$ cat config.mk
export PLATFORM = sky130hd
export DESIGN_NAME = uart_rx_fifo
export DESIGN_NICKNAME = d
export VERILOG_FILES = /design/src/rtl/uart_rx_fifo.sv
export SDC_FILE = /design/constraint.sdc
export NUM_CORES = 1
export LEC_CHECK = 0
export ABC_AREA = 1
export CAP_MARGIN = 20
export CORE_MARGIN = 3
export CORE_UTILIZATION = 55
export CTS_CLUSTER_SIZE = 20
export DETAILED_ROUTE_END_ITERATION = 8
export PLACE_DENSITY = 0.73
export SETUP_SLACK_MARGIN = 0.4
export SLEW_MARGIN = 20
export SYNTH_ARGS = -nofsm -noshare
export SYNTH_HDL_FRONTEND = slang
export SYNTH_SLANG_ARGS = --single-unit
$ cat constraint.sdc
create_clock -name clk_i -period 3.15 [get_ports clk_i]
set_input_delay 0.4725 -clock clk_i [delete_from_list [all_inputs] [get_ports clk_i]]
set_output_delay 0.4725 -clock clk_i [all_outputs]
set_load 0.01 [all_outputs]
$ cat src/rtl/uart_rx_fifo.sv
// UART receive buffer: captures received characters with error flags into a FWFT circular FIFO
// and presents them on an AXI-Stream master. Optional macro UART_RX_FIFO_ERR_DROP_EN drops bad beats.
module uart_rx_fifo #(
    parameter int unsigned DATA_WIDTH = 8,
    parameter int unsigned DEPTH      = 16,
    localparam int unsigned AW        = $clog2(DEPTH)
) (
    input  logic                  clk_i,
    input  logic                  rst_n_i,
    input  logic [DATA_WIDTH-1:0] s_axis_tdata_i,
    input  logic                  s_axis_tvalid_i,
    output logic                  s_axis_tready_o,
    input  logic                  parity_err_i,
    input  logic                  stop_err_i,
    output logic [DATA_WIDTH-1:0] m_axis_tdata_o,
    output logic [1:0]            m_axis_tuser_o,
    output logic                  m_axis_tvalid_o,
    input  logic                  m_axis_tready_i,
    output logic [AW:0]           level_o,
    output logic                  overflow_o,
`ifdef UART_RX_FIFO_ERR_DROP_EN
    output logic [7:0]            err_drop_cnt_o,
`endif
    input  logic                  clear_i
);

    localparam int unsigned PW = AW + 1;
    localparam int unsigned EW = DATA_WIDTH + 2;

    logic [EW-1:0] mem [DEPTH];
    logic [PW-1:0] wr_ptr, rd_ptr;
    logic [AW-1:0] wr_idx, rd_idx;
    logic [EW-1:0] wdata, head;
    logic          full, empty, bad, wr_en, rd_en, ovf_set;

    assign wr_idx = wr_ptr[AW-1:0];
    assign rd_idx = rd_ptr[AW-1:0];
    assign empty  = (wr_ptr == rd_ptr);
    assign full   = (wr_idx == rd_idx) && (wr_ptr[AW] != rd_ptr[AW]);

`ifdef UART_RX_FIFO_ERR_DROP_EN
    // Only clean characters are stored, so the stored flag field is always zero.
    assign bad   = parity_err_i | stop_err_i;
    assign wdata = {2'b00, s_axis_tdata_i};
`else
    assign bad   = 1'b0;
    assign wdata = {stop_err_i, parity_err_i, s_axis_tdata_i};
`endif

    // Fullness is judged before any same-cycle read, so a write into a full FIFO always drops.
    assign wr_en   = s_axis_tvalid_i && !full && !bad;
    assign ovf_set = s_axis_tvalid_i && full && !bad;
    assign rd_en   = !empty && m_axis_tready_i;

    // Storage array, cleared asynchronously so the head reads zero out of reset.
    always_ff @(posedge clk_i or negedge rst_n_i) begin
        if (!rst_n_i) begin
            for (int i = 0; i < int'(DEPTH); i++) begin
                mem[i] <= '0;
            end
        end else if (wr_en && !clear_i) begin
            mem[wr_idx] <= wdata;
        end
    end

    always_ff @(posedge clk_i or negedge rst_n_i) begin
        if (!rst_n_i) begin
            wr_ptr     <= '0;
            rd_ptr     <= '0;
            overflow_o <= 1'b0;
        end else if (clear_i) begin
            wr_ptr     <= '0;
            rd_ptr     <= '0;
            overflow_o <= 1'b0;
        end else begin
            if (wr_en) begin
                wr_ptr <= wr_ptr + PW'(1);
            end
            if (rd_en) begin
                rd_ptr <= rd_ptr + PW'(1);
            end
            if (ovf_set) begin
                overflow_o <= 1'b1;
            end
        end
    end

`ifdef UART_RX_FIFO_ERR_DROP_EN
    // Saturating count of characters discarded for parity/stop errors.
    always_ff @(posedge clk_i or negedge rst_n_i) begin
        if (!rst_n_i) begin
            err_drop_cnt_o <= 8'd0;
        end else if (clear_i) begin
            err_drop_cnt_o <= 8'd0;
        end else if (s_axis_tvalid_i && bad && (err_drop_cnt_o != 8'hFF)) begin
            err_drop_cnt_o <= err_drop_cnt_o + 8'd1;
        end
    end
`endif

    assign head            = mem[rd_idx];
    assign m_axis_tdata_o  = head[DATA_WIDTH-1:0];
    assign m_axis_tuser_o  = head[EW-1:DATA_WIDTH];
    assign m_axis_tvalid_o = !empty;
    assign s_axis_tready_o = !full;
    assign level_o         = wr_ptr - rd_ptr;

endmodule

==> metrics <==
largest net degree at the start of global routing 72; worst reg-to-reg setup slack 770 ps; Area Growth Syn to Fin 14.0%; wire per inst 17.0 um; XOR/XNOR Fraction of Synth Area 0.749%; die height 136 um; vias in the first global route 7786; Hold WC Path Type primary input to async pin; total number of vias 8295; Synth Warn # 0; adder-cell share of the synthesized area 1.42%; CP Class flip-flop to output pin; Post-Place Cells 1538; Die W 136 um; Vias per Instance 5.27; CP max FO 8; CP endpoint kind output pin; cell leakage power 5.96 nW; antenna violations before repair 0; total CTS buffers 17; TritonCTS clock tree done; Die Area 0.0186 mm2; commonest non-fill, non-tap cell in the layout nand2_1; clk_lat worst skew 430 ps; final hold violation count 0; Final GP Congestion 0.954; fill count 1465; Final period util 85.3%; n_diodes 0; CP required 2680 ps; Initial Utilization 56.2%; Final min period 2690 ps; DRT Pass-1 Iters 5; Worst Setup Start Kind flip-flop; Finished Cell Area 0.0107 mm2; RSZ-0062 raised after global routing no; first-pass GRT wire length 42.7 mm; layout cells sized above 1 8.34%; worst slew pin tran 1040 ps; Mean Syn Cell Area 7.04 um2; Cells after Synth 1329; Post-Route WL 26.7 mm; mux cell area share after synthesis 0%; core area 0.0166 mm2; total gr overflow 0; post-route ant nets 0; status completed; peak supply drop 0.000369 V; Synth Area in Simple Gates 42.9%; Clock transition at path regs 60 ps; post-cts hold buffer count 0; dpl cell area 0.00986 mm2; synth unique cells 30; Final Max Slew Viols 0; syn nets 1354; nets 1370; Achievable Freq 372 MHz; main combinational cell family by area after synthesis simple AND/OR/NAND/NOR gates; # setup viols final 0; sequential area share after synthesis 45.7%; GRT Total Usage 30.2%; port buffer count 32; clock skew 8.40 ps; row cnt 47; Ports 33; Clock H-tree levels 4; WP data arrival 2210 ps; DRC errors left 0; CTS Sinks 171; Iteration-0 DRC Markers 817; most frequent cells in the layout nand2_1, dfrtp_1, inv_1; power per cell area 577 mW/mm2; CTS root buffer clkbuf_16; synthesis-stage register bit count 171; CTS max path bufs 2; area of the mapped netlist 0.00935 mm2; dpl hpwl 16.4 mm; Setup Total Neg Slack 0 ps; post-synthesis compound-gate area fraction 0.428%; final non-filler cell total 1575; Slew HR 30.4%; max_cap viols 0
-- cell usage after synthesis (all sizes together) --
cell type | n | area share [%]
a21oi | 3 | 0.16
buf | 27 | 1.7
clkbuf | 38 | 1.5
clkinv | 1 | 0.040
dfrtp | 171 | 46
fa | 1 | 0.21
ha | 9 | 1.2
inv | 136 | 5.5
nand2 | 778 | 31
nand3 | 113 | 6.4
nand4 | 15 | 2.6
nor2 | 21 | 2.2
nor3 | 3 | 0.45
o21ai | 5 | 0.27
xnor2 | 1 | 0.094
xor2 | 7 | 0.66
-- path summary, 6_finish.rpt --
kind	start	endpoint	cells after the start
max in group asynchronous	rst_n_i	rd_ptr[0]	2
min reg2reg	mem[118]	mem[118]	2
min in group clk_i	mem[118]	mem[118]	2
max	wr_ptr[3]	m_axis_tvalid_o	5
min	rst_n_i	mem[112]	1
max reg2reg	wr_ptr[3]	mem[146]	9
-- flip-flops by register name (all words and copies together) (netlist names) --
signal,count
rd_ptr,5
mem,160
overflow_o,1
wr_ptr,5
-- cells by family (layout without fill, tap and decap cells) --
| group | count (synthesis) | in the layout |
|---|---|---|
| AO/OA/AOI/OAI | 8 | 8 |
| buffers and inverters | 202 | 228 |
| XOR/XNOR | 8 | 8 |
| adder cells (fa/ha/maj) | 10 | 10 |
| AND/OR/NAND/NOR | 930 | 930 |
| flip-flops | 171 | 171 |
-- layout make-up --
cell class | count | area (um2) | share of cell area (%)
Timing Repair Buffer | 62 | 668 | 6.27
Tap cell | 220 | 275 | 2.58
Multi-Input combinational cell | 956 | 4280 | 40.1
Clock buffer | 22 | 464 | 4.35
Clock inverter | 7 | 165 | 1.55
Sequential cell | 171 | 4290 | 40.2
Inverter | 137 | 526 | 4.93
-- critical path, cell delays in order (launching register included) --
cell and delay, ps:
dfrtp_2 490, ha_1 370, nand2_1 110, nor2_2 210, nand2_1 110, clkdlybuf4s50_1 490
-- stage by stage --
step / hold WS, ps / setup slack [ps] / util (%) / total power [mW]
2_1_floorplan: 177 / 847 / - / 3.30
3_3_place_gp: 457 / 608 / 59.3 / 3.78
3_5_place_dp: 459 / 548 / 59.3 / 3.80
4_1_cts: 84.5 / 452 / 64.0 / 6.15
5_1_grt: 101 / 401 / 64.1 / 6.42
6_report: 59.2 / 463 / 64.1 / 6.15
-- report_power, final --
part	switching [mW]	leakage (nW)	internal (mW)	total [mW]
sequential	0.118	2.33	2.38	2.50
clock	0.863	0.298	1.44	2.30
combinational	0.864	3.34	0.487	1.35
-- routing by layer --
layer | vias to the layer above | global-route usage (%) | routed length [um]
li1 | 4016 | - | -
met1 | 3910 | 42.6 | 11800
met2 | 331 | 47.3 | 12400
met3 | 38 | 5.22 | 1850
met4 | 0 | 10.4 | 697
met5 | - | 0 | 0
-- timing repair --
item / CTS / global route
endpoints found under the setup margin: 15 / 3
setup buffers: 3 / 2
gates resized for setup: 32 / 4
hold endpoints to repair: 0 / 0
pin swaps: 1 / 0
cloned: 3 / 0
(Power assumes the default switching activity.)
